[config.mk]
export PLATFORM = sky130hd
export DESIGN_NAME = countgen_sched
export DESIGN_NICKNAME = d
export VERILOG_FILES = /design/src/rtl/countgen_pkg.sv /design/src/rtl/countgen_rr_pick.sv /design/src/rtl/countgen_sched.sv
export SDC_FILE = /design/constraint.sdc
export NUM_CORES = 1
export LEC_CHECK = 0
export CAP_MARGIN = 10
export CORE_AREA = 3 3 95 97
export DETAILED_ROUTE_END_ITERATION = 10
export DIE_AREA = 0 0 98 100
export PLACE_DENSITY = 0.72
export SLEW_MARGIN = 25
export SYNTH_ARGS = -nofsm -noshare
export SYNTH_HDL_FRONTEND = slang
export SYNTH_HIERARCHICAL = 1
export SYNTH_SLANG_ARGS = --single-unit
[constraint.sdc]
create_clock -name clk -period 2.93 [get_ports clk]
set_clock_uncertainty 0.1 [all_clocks]
set_input_delay 0.4395 -clock clk [delete_from_list [all_inputs] [get_ports clk]]
set_output_delay 0.4395 -clock clk [all_outputs]
set_load 0.02 [all_outputs]
[src/rtl/countgen_pkg.sv]
// Shared definitions for the round-robin period-measurement scheduler.
package countgen_pkg;

    typedef enum logic [1:0] {
        ST_IDLE    = 2'd0,
        ST_ARM     = 2'd1,
        ST_MEASURE = 2'd2,
        ST_REPORT  = 2'd3
    } state_e;

    localparam int DEF_NUM_CH      = 4;
    localparam int DEF_CNT_W       = 32;
    localparam int DEF_TIMEOUT     = 1000000;
    localparam int DEF_SYNC_STAGES = 2;

endpackage

[src/rtl/countgen_rr_pick.sv]
// Combinational round-robin picker: first set mask bit strictly after 'last', wrapping.
module countgen_rr_pick #(
    parameter int NUM_CH = 4,
    parameter int CH_W   = 2
) (
    input  logic [NUM_CH-1:0] mask,
    input  logic [CH_W-1:0]   last,
    output logic [CH_W-1:0]   next,
    output logic              found
);

    always_comb begin
        next  = '0;
        found = 1'b0;
        // i runs to NUM_CH so the last-served channel itself is the final candidate
        for (int i = 1; i <= NUM_CH; i++) begin
            if (!found && mask[(int'(last) + i) % NUM_CH]) begin
                found = 1'b1;
                next  = CH_W'((int'(last) + i) % NUM_CH);
            end
        end
    end

endmodule

[src/rtl/countgen_sched.sv]
// Measures the period of one enabled input channel at a time, visiting channels
// round-robin with a single shared counter, and hands each result out over valid/ready.
module countgen_sched
    import countgen_pkg::*;
#(
    parameter int NUM_CH      = DEF_NUM_CH,
    parameter int CNT_W       = DEF_CNT_W,
    parameter int TIMEOUT     = DEF_TIMEOUT,
    parameter int SYNC_STAGES = DEF_SYNC_STAGES
) (
    input  logic                      clk,
    input  logic                      rst,
    input  logic [NUM_CH-1:0]         in,
    input  logic [NUM_CH-1:0]         ch_enable,
    output logic                      out_valid,
    input  logic                      out_ready,
    output logic [$clog2(NUM_CH)-1:0] out_chan,
    output logic [CNT_W-1:0]          out_period,
    output logic                      out_timeout,
    output logic                      busy,
    output logic [1:0]                state_dbg
);

    localparam int CH_W = $clog2(NUM_CH);
    localparam logic [CNT_W-1:0] ARM_LIMIT  = CNT_W'(TIMEOUT - 1);
    localparam logic [CNT_W-1:0] MEAS_LIMIT = CNT_W'(TIMEOUT);

    // Handshake: out_valid rises in REPORT and holds out_chan/out_period/out_timeout
    // steady; a transfer happens on any rising clk edge with out_valid && out_ready.
    // out_valid is decoded from the state register only, never from out_ready.

    state_e            state, state_n;
    logic [CNT_W-1:0]  cnt, cnt_n, cnt_inc;
    logic [CH_W-1:0]   sel, sel_n, last, last_n, pick, chan_n;
    logic              hist, hist_n, rise, found;
    logic [CNT_W-1:0]  period_n;
    logic              timeout_n;
    logic [NUM_CH-1:0] sync_q [SYNC_STAGES];
    logic [NUM_CH-1:0] in_s;

    always_ff @(posedge clk) begin
        if (rst) begin
            for (int s = 0; s < SYNC_STAGES; s++) sync_q[s] <= '0;
        end else begin
            sync_q[0] <= in;
            for (int s = 1; s < SYNC_STAGES; s++) sync_q[s] <= sync_q[s-1];
        end
    end

    assign in_s = sync_q[SYNC_STAGES-1];

    countgen_rr_pick #(
        .NUM_CH (NUM_CH),
        .CH_W   (CH_W)
    ) u_pick (
        .mask  (ch_enable),
        .last  (last),
        .next  (pick),
        .found (found)
    );

    assign rise    = in_s[sel] & ~hist;
    assign cnt_inc = (cnt == '1) ? cnt : cnt + 1'b1;

    always_ff @(posedge clk) begin
        if (rst) begin
            state       <= ST_IDLE;
            cnt         <= '0;
            sel         <= '0;
            last        <= CH_W'(NUM_CH - 1);
            hist        <= 1'b0;
            out_chan    <= '0;
            out_period  <= '0;
            out_timeout <= 1'b0;
        end else begin
            state       <= state_n;
            cnt         <= cnt_n;
            sel         <= sel_n;
            last        <= last_n;
            hist        <= hist_n;
            out_chan    <= chan_n;
            out_period  <= period_n;
            out_timeout <= timeout_n;
        end
    end

    always_comb begin
        state_n   = state;
        cnt_n     = cnt;
        sel_n     = sel;
        last_n    = last;
        hist_n    = in_s[sel];
        chan_n    = out_chan;
        period_n  = out_period;
        timeout_n = out_timeout;
        case (state)
            ST_IDLE: begin
                if (found) begin
                    sel_n   = pick;
                    hist_n  = in_s[pick];
                    cnt_n   = '0;
                    state_n = ST_ARM;
                end
            end
            ST_ARM: begin
                if (!ch_enable[sel]) begin
                    state_n = ST_IDLE;
                end else if (rise) begin
                    cnt_n   = CNT_W'(1);
                    state_n = ST_MEASURE;
                end else if (cnt == ARM_LIMIT) begin
                    chan_n    = sel;
                    period_n  = '0;
                    timeout_n = 1'b1;
                    state_n   = ST_REPORT;
                end else begin
                    cnt_n = cnt_inc;
                end
            end
            ST_MEASURE: begin
                // edge is tested before the limit so a coincident edge still yields a period
                if (!ch_enable[sel]) begin
                    state_n = ST_IDLE;
                end else if (rise) begin
                    chan_n    = sel;
                    period_n  = cnt;
                    timeout_n = 1'b0;
                    state_n   = ST_REPORT;
                end else if (cnt == MEAS_LIMIT) begin
                    chan_n    = sel;
                    period_n  = '0;
                    timeout_n = 1'b1;
                    state_n   = ST_REPORT;
                end else begin
                    cnt_n = cnt_inc;
                end
            end
            ST_REPORT: begin
                if (out_ready) begin
                    last_n  = out_chan;
                    state_n = ST_IDLE;
                end
            end
            default: state_n = ST_IDLE;
        endcase
    end

    assign out_valid = (state == ST_REPORT);
    assign busy      = (state != ST_IDLE);
    assign state_dbg = state;

endmodule

; Yosys cells after proc, flatten, opt, wreduce, memory -nomap -nowiden
; Memories as Yosys holds them, arrays and structs flattened.
; Cells that the tools add are included.
[totals]
reg_bits = 74
mem_bits_rw = 8
in_bits = 11
output_inout_bits = 39
memories = 1
[op_classes]
add_sub_neg = 5
n_lt_le_gt_ge = 6
n_eq_ne = 18
n_mux = 72
bitwise = 8
n_reduce_logical = 19
[mem_list]
columns = name, words, width, read_ports, rd_clocked_by_memory_dff, wr, line
row1 = sync_q, 2, 4, 2, 0, 2, countgen_sched.sv:38  ; logic [NUM_CH-1:0] sync_q [SYNC_STAGES];
[op_table]
columns = op, count
row1 = 32-bit two-way mux, 14
row2 = 32-bit case mux with 3 select lines, 1
row3 = "32-bit by 20-bit == test with 1-bit output, second input constant", 2
row4 = 32-bit case mux with 2 select lines, 1
row5 = 2-bit two-way mux, 18
row6 = "32-bit by 1-bit adder with 32-bit output, second input constant", 1
row7 = "32-bit == test, second input constant", 1
row8 = 1-bit two-way mux, 26
row9 = "3-bit by 4-bit < comparator with 1-bit output, second input constant", 4
row10 = 1-bit binary-select mux with 2-bit select, 7
row11 = "2-bit inequality test, second input constant", 7
row12 = 4-bit two-way mux, 2
row13 = "4-bit inequality test, second input constant", 2
row14 = 2-bit case mux with 4 select lines, 1
row15 = 2-bit OR reduction, 4
row16 = 7-bit AND reduction, 1
row17 = "2-bit by 3-bit < comparator with 1-bit output, second input constant", 2
row18 = "3-bit inequality test, second input constant", 2
row19 = 6-bit AND reduction, 1
row20 = "2-bit by 1-bit adder with 2-bit output, second input constant", 2
row21 = "2-bit adder, second input constant", 2
row22 = "1-bit bitwise AND, first input constant", 4
row23 = "2-bit == test, second input constant", 2
row24 = 2-bit case mux with 2 select lines, 1
row25 = other kinds (13), 20

; Longest topological paths before layout
[logic_depth]
word_depth = 20
mapped_depth = 10
ltp_nobuf = 7

; Modules after synthesis
; The synthesis kept the hierarchy.
[by_module_without_submodules]
columns = module, instances, cells_per_inst, area_each_um2, seq_area_each_um2
row1 = countgen_sched, 1, 454, 4032.6, 1641.6
row2 = countgen_rr_pick, 1, 14, 91.3, 0.0

; Worst setup path after synthesis
; No wires, ideal clock.
[synth_path]
path_type = flip-flop to flip-flop
from = register cnt[0]
to = register out_period[12]
setup_time_ns = 0.117
t_arrival_ns = 2.228
required_ns = 2.713
setup_slack_ns = 0.485
stages_incl_launch_ff = 10
n_path_buf = 2
period_less_slack_ns = 2.445
cell_sequence = dfxtp_1 > ha_1 > nand3_2 > or3_1 > o41ai_1 > o211ai_1 > and2_1 > buf_6 > buf_6 > a22o_1
[synth_between]
elab_chain_cells = 3
[synth_lines]
columns = item, line
row1 = start: declaration, countgen_sched.sv:33  ; logic [CNT_W-1:0] cnt, cnt_n, cnt_inc;
row2 = start signal: assignment, countgen_sched.sv:77  ; cnt <= cnt_n;
row3 = 32-bit by 20-bit == test with 1-bit output (on tied branches), "countgen_sched.sv:129, countgen_sched.sv:111"
row4 = 3-bit inequality test (no source line) or 2-bit inequality test (tied branches), n/a
row5 = 6-bit AND reduction (no source line) *, n/a
row6 = end signal: assignment, countgen_sched.sv:82  ; out_period <= period_n;
row7 = end: declaration, countgen_sched.sv:18  ; output logic [CNT_W-1:0] out_period,
; Every way passes the cells marked *; elsewhere a longest branch is shown, timed or not.
; A chain may end at the register's enable or synchronous reset.

; Final worst setup path
[layout_path]
from = register cnt[0]
to = register cnt[18]
[layout_between]
elab_chain_cells = 6
[layout_lines]
columns = item, line
row1 = 32-bit by 1-bit adder with 32-bit output or 32-bit == test (tied branches), countgen_sched.sv:63  ; assign cnt_inc = (cnt == '1) ? cnt : cnt + 1'b1;
row2 = 32-bit two-way mux, countgen_sched.sv:63
row3 = 32-bit two-way mux (on tied branches), "countgen_sched.sv:129, countgen_sched.sv:111"
row4 = 32-bit two-way mux (on tied branches), "countgen_sched.sv:124, countgen_sched.sv:108"
row5 = 32-bit two-way mux (on tied branches), "countgen_sched.sv:122, countgen_sched.sv:106"
row6 = 32-bit case mux with 3 select lines, countgen_sched.sv:96  ; case (state)
; Parallel ways exist; a longest one is shown, timed or not. The select of a mux whose other input is x is not followed.

==> metrics.md <==
| Metric | Value |
|---|---|
| Outcome | finished clean |
| Seq/Total Area, Yosys | 0.3981 |
| Placer Congestion | 0.8522 |
| Post-synthesis cell type count | 56 |
| Data arrival, critical path | 2.88 ns |
| Data required, critical path | 3.11 ns |
| Die area | 9800 µm² |
| Max VDD drop | 0.3446 mV |
| Sequential cell area | 1642 µm² |
| Net count, final | 526 |
| Detailed Route Iter0 Violations | 240 |
| Fillers | 726 |
| Slew Viols, Final | 0 |
| Worst slew margin | 0.3323 |
| Grt total ovfl | 0 |
| Diodes inserted | 0 |
| Placed Cells | 602 |
| TritonCTS clock tree | done |
| Final Cycle Share | 0.9196 |
| Post-Route WL | 10320 µm |
| Number of routed nets with antenna violations | 0 |
| Clock Path Buffers | 2 |
| Crit Path Class | flip-flop to flip-flop |
| Number of gates resized after cts | 0 |
| Layout cells sized above 1 | 0.09357 |
| Register share of total power | 0.479 |
| Clk slew on worst S/H paths | 0.08 ns |
| Total Routing Usage GR | 0.2116 |
| Setup_tns | 0 ns |
| Wire per inst | 16.69 µm |
| Slowest CP cell | or4_4 |
| CP Max Fanout | 7 |
| Tmin final | 2.695 ns |
| Chip height | 100 µm |
| Critical Path Max Stage Delay | 0.60 ns |
| Yosys reg bits | 82 |
| Total core area | 8217 µm² |
| Worst Path Buf+Inv | 0 |
| Non-Filler Instances | 618 |
| Area of the multi-input gates | 2238 µm² |
| Synth-to-Final Area Change | 19.05% |
| Cell internal pwr | 1.744 mW |
| Vias in the first global route | 3505 |
| Switching Fraction | 0.2746 |
| Post-Syn Nets | 486 |
| Initial core utilization | 0.5019 |
| First-pass GRT wire length | 17260 µm |
| Worst-Margin Slew | 0.9968 ns |
| Core Rows | 33 |
| Delay-heaviest family, CP | simple AND/OR/NAND/NOR gates |
| Post-CTS Hold Buffers | 0 |
| Main synth FF type | dfxtp_1 |
| Residual DRC | 0 |
| DR vias | 3869 |
| Max cap viols | 0 |
| Clock share of power | 0.373 |
| Die X | 98 µm |
| Ys async rst share | 0 |
| CTS Sinks | 82 |
| Clk Latency, worst-skew pair | 0.35 ns |
| Leak pwr | 1.664 nW |
| Final-report hold violation count | 0 |
| Port buffer count | 49 |
| Final HPWL DP | 7028 µm |
| Combinational share of power | 0.148 |
| Ports | 50 |
| Mean post-synth cell area | 8.812 µm² |
| Syn Inst Count | 468 |
| Number of enable flip-flop cells after synthesis | 0 |
| Worst hold margin | 0.3422 ns |
| Root Buffer | clkbuf_8 |
| Final setup vio count | 0 |
| CP Cell Sequence | ha_1, nand3_2, or4_4, a211oi_2, nand3_1, or4_1, a21oi_1 |
| CP endpoint kind | flip-flop |
| Fmax | 371.1 MHz |
| Hold Path Class | flip-flop to flip-flop |
| Vias/cell | 6.261 |
| RSZ-0062 raised after global routing | false |
| Synth Warn # | 6 |
| Mapped cell area | 4124 µm² |
| TritonCTS Buffers | 9 |
| Worst setup SP type | flip-flop |
| NetSw | 0.6600 mW |
| # H-tree levels | 3 |
| Largest net degree at the start of global routing | 49 |
| Cell Pwr Density | 489.6 nW/µm² |
| Post-CTS setup buffer count | 0 |
| First-pass DRT Iterations | 5 |
| Initial antenna violation count | 0 |
==> per-stage QoR <==
stage / area (µm²) / worst slack [ns] / utilization / power, mW
after detailed placement: 4692 / 0.1135 / 0.5710 / 1.530
after CTS: 4910 / 0.2452 / 0.5975 / 2.415
final: 4910 / 0.2355 / 0.5975 / 2.404
after floorplan: 4124 / 0.4850 / - / 1.437
after global placement: 4692 / 0.1825 / 0.5710 / 1.520
after global routing: 4910 / 0.01352 / 0.5975 / 2.505
==> registers in the layout (all words and copies together), names as in the netlist <==
| register | flops |
|---|---|
| last | 2 |
| sync_q | 8 |
| hist | 1 |
| sel | 2 |
| out_timeout | 1 |
| state_dbg | 2 |
| out_period | 32 |
| out_chan | 2 |
| cnt | 32 |
==> placed cells by master, fill, tap and decap left out, types with 3 or more instances in the layout <==
cell type / instances
and3_1: 7
nor2b_1: 9
o21ai_0: 22
a22o_1: 31
o21a_1: 4
o211ai_1: 4
o21ai_1: 8
and4_1: 8
nand3_1: 25
nand4b_1: 5
ha_1: 7
inv_1: 14
or4_1: 16
nor4_1: 6
clkbuf_8: 9
buf_4: 13
and2_1: 7
clkdlybuf4s50_1: 49
nand4_1: 14
a21oi_1: 44
a41oi_1: 5
o41ai_1: 3
nand2_1: 25
a31oi_1: 15
nand2b_1: 6
nor2_1: 26
dfxtp_1: 82
mux2i_1: 4
nor3_1: 3
==> Yosys cell counts, drive strengths merged (7+ instances only) <==
master | n | area, µm²
nor2b | 9 | 56.30
dfxtp | 82 | 1642
buf | 16 | 125.1
and4 | 8 | 70.07
nor4 | 7 | 58.81
a21oi | 46 | 237.7
clkbuf | 19 | 71.32
nand2 | 25 | 93.84
nand3 | 26 | 135.1
nand4 | 14 | 87.58
a31oi | 15 | 93.84
and3 | 7 | 43.79
o21ai | 30 | 150.2
or4 | 17 | 131.4
and2 | 7 | 43.79
inv | 14 | 52.55
ha | 7 | 87.58
a22o | 31 | 271.5
nor2 | 26 | 97.59
==> area by class of cell <==
class,instances,area share
inverter,14,0.01070
clock buffer,9,0.02523
clock inverter,7,0.01911
timing repair buffer,64,0.1279
sequential,82,0.3344
multi-input combinational,337,0.4559
tap,105,0.02676
==> worst paths after layout <==
kind | endpoint | startpoint | slack (ns) | cells after the start
setup / recovery | cnt[18]$_SDFFE_PP0P_ | cnt[0]$_SDFFE_PP0P_ | 0.24 | 7
hold reg to reg | sync_q[0][5]$_SDFF_PP0_ | sync_q[0][1]$_SDFF_PP0_ | 0.34 | 1
hold / removal | sync_q[0][5]$_SDFF_PP0_ | sync_q[0][1]$_SDFF_PP0_ | 0.34 | 1
setup reg to reg | cnt[18]$_SDFFE_PP0P_ | cnt[0]$_SDFFE_PP0P_ | 0.24 | 7
==> cell families (layout without fill, tap and decap cells) <==
kind of cell	count (synthesis)	in the layout	synth area share
multiplexers	8	8	0.02731
adder cells (fa/ha/maj)	7	7	0.02124
buffers and inverters	49	94	0.06038
AO/OA/AOI/OAI	154	154	0.2579
flip-flops	82	82	0.3981
AND/OR/NAND/NOR	168	168	0.2351
==> power by group through the flow <==
stage	clock, mW	sequential [mW]	combinational, mW
CTS	0.910	1.15	0.355
detailed placement	0	1.18	0.354
global route	0.959	1.15	0.391
global placement	0	1.18	0.344
finish	0.897	1.15	0.355
floorplan	0	1.18	0.259
==> routing by layer <==
layer / global-route usage / share of wire
met2: 0.3403 / 0.48
met5: 0 / 0
met3: 0.04031 / 0.051
met4: 0.06603 / 0.014
met1: 0.2889 / 0.46
No activity file was read; power rests on OpenSTA's default activity.
==> patch, RTL diff (same flow settings) <==
Register the output `state_dbg` once more, cleared by the reset; this adds one clock of latency there. The other outputs are not delayed to match.
--- a/src/rtl/countgen_sched.sv
+++ b/src/rtl/countgen_sched.sv
@@ -148,5 +148,11 @@
     assign out_valid = (state == ST_REPORT);
     assign busy      = (state != ST_IDLE);
-    assign state_dbg = state;
+    always_ff @(posedge clk) begin
+        if (rst) begin
+            state_dbg <= '0;
+        end else begin
+            state_dbg <= state;
+        end
+    end
 
 endmodule
Behaviour: not the same (Yosys sat finds a counterexample within 4 cycles, from zero or initial values and one cycle with rst high).
==> patch against the original RTL <==
Count of clock-buffer cells in the layout increased by 1. Wire length decreased by 5.0%. Total power increased by 3.6%. Largest cell class unchanged. Worst setup slack got worse by 0.10 ns. Synthesized area decreased by 3.4%. Sequential cell count increased by 2. Final area decreased by 0.84%. Sequential share of layout area increased by 1.1 points.
==> patch: results (changes against the original RTL) <==
{| class="wikitable"
! Metric !! Value
|-
| Outcome || finished, final reports clean
|-
| Count of distinct cell types in the synthesized netlist || 59 (+5.4%)
|-
| Number of global-route vias before repair || 3387 (-3.4%)
|-
| Tot GR Track Use || 20.2% (-1.0 points)
|-
| Endpoint of the most critical register-to-register path || cnt[17]
|-
| Critical path destination || cnt[17]
|-
| Maximum number of pins on one net before global-route repair || 33 (-33%)
|-
| Number of vias per cell after detailed routing || 5.97 (-4.7%)
|-
| Post-synthesis adder-cell area fraction || 2.20% (+0.075 points)
|-
| Number of fill cells in the layout || 724 (-0.28%)
|-
| Top post-synthesis cells by count || 84 x dfxtp_1, 38 x nand2_1, 32 x a22o_1
|-
| Clock buffers created by TritonCTS || 9 (unchanged)
|-
| DP Cell Count || 587 (-2.5%)
|-
| RD Place Congestion || 0.897 (+5.3%)
|-
| Mux cell area share after synthesis || 4.21% (+1.5 points)
|-
| Worst-case reg-to-reg path depth || 9 (+2)
|-
| Non-filler instance count after layout || 605 (-2.1%)
|-
| HPWL reported at the end of detailed placement || 6.96 mm (-0.94%)
|-
| Detailed-router iteration count before antenna repair || 6 (+1)
|-
| Worst vdd rail ir drop || 0.313 mV (-9.2%)
|-
| Dominant cells by area after synthesis || dfxtp_1 42%, a22o_1 7.0%, nand2_1 3.6%
|-
| Sequential element share of the synthesized area || 42.2% (+2.4 points)
|-
| Minimum setup slack among reg-to-reg paths || 0.13 ns (-0.10 ns)
|-
| Startpoint of the worst-slack reg-to-reg timing path || cnt[8]
|-
| Global-route wire length before repair || 16.2 mm (-6.4%)
|-
| Worst slew margin || 52.2% (+19 points)
|-
| Standard cell area after detailed placement || 4620 µm² (-1.5%)
|-
| Largest stage delay, worst path || 0.57 ns (-0.03 ns)
|-
| Arrival time worst endpoint || 2.96 ns (+0.08 ns)
|-
| Post-synthesis compound-gate area fraction || 22.7% (-3.0 points)
|-
| DRC marker count from the first detailed-route iteration || 208 (-13%)
|-
| Standby leakage power || 1.77 nW (+6.4%)
|-
| Count of mapped cells out of synthesis || 439 (-6.2%)
|-
| Post-Syn Nets || 457 (-6.0%)
|}
patch: logic make-up after synthesis:
logic type / Yosys count
AOI/OAI and AO/OA: 128
adders and majority gates: 7
buffers and inverters: 40
DFF: 84
muxes: 13
and+or+nand+nor: 167
patch: final cells by class:
| class | count | area [µm²] | area share [%] |
|---|---|---|---|
| clock inverter | 5 | 77.6 | 1.59 |
| clock buffer | 10 | 128 | 2.62 |
| tap | 105 | 131 | 2.70 |
| multi-input combinational | 315 | 2130 | 43.8 |
| sequential | 84 | 1680 | 34.5 |
| timing repair buffer | 73 | 671 | 13.8 |
| inverter | 13 | 48.8 | 1.00 |
patch: worst min-delay path by stage:
stage | startpoint | endpoint | slack (ns) | cells past startpoint
after CTS | sync_q[0][0] | sync_q[0][4] | 0.34 | 1
after global placement | sync_q[0][1] | sync_q[0][5] | 0.32 | 1
after floorplan | sync_q[0][0] | sync_q[0][4] | 0.31 | 1
after global routing | sync_q[0][3] | sync_q[0][7] | 0.35 | 1
after detailed placement | sync_q[0][0] | sync_q[0][4] | 0.32 | 1
final | sync_q[0][3] | sync_q[0][7] | 0.34 | 1
patch: metrics by stage:
step	hold WS (ns)	setup WS, ns
after floorplan	0.314	0.332
after global placement	0.318	0.165
after detailed placement	0.322	0.0951
after CTS	0.341	0.122
after global routing	0.353	-0.0132
final	0.336	0.133
patch: report_power, final:
part | total (W) | internal (W) | switching [W]
Sequential | 0.00118 | 0.00116 | 0.0000184
Combinational | 0.000423 | 0.000168 | 0.000255
Clock | 0.000887 | 0.000473 | 0.000413
patch: repair_timing:
item	4_1_cts	5_1_grt
hold buffers	0	0
buffers inserted	0	3
endpoints found under the setup margin	0	10
gates resized for setup	0	3
patch: per-layer routing:
metal / wire length (µm) / GRT usage (%)
met4: 153 / 5.75
met1: 4270 / 25.9
met2: 4720 / 34.2
met3: 658 / 4.45
met5: 0 / 0
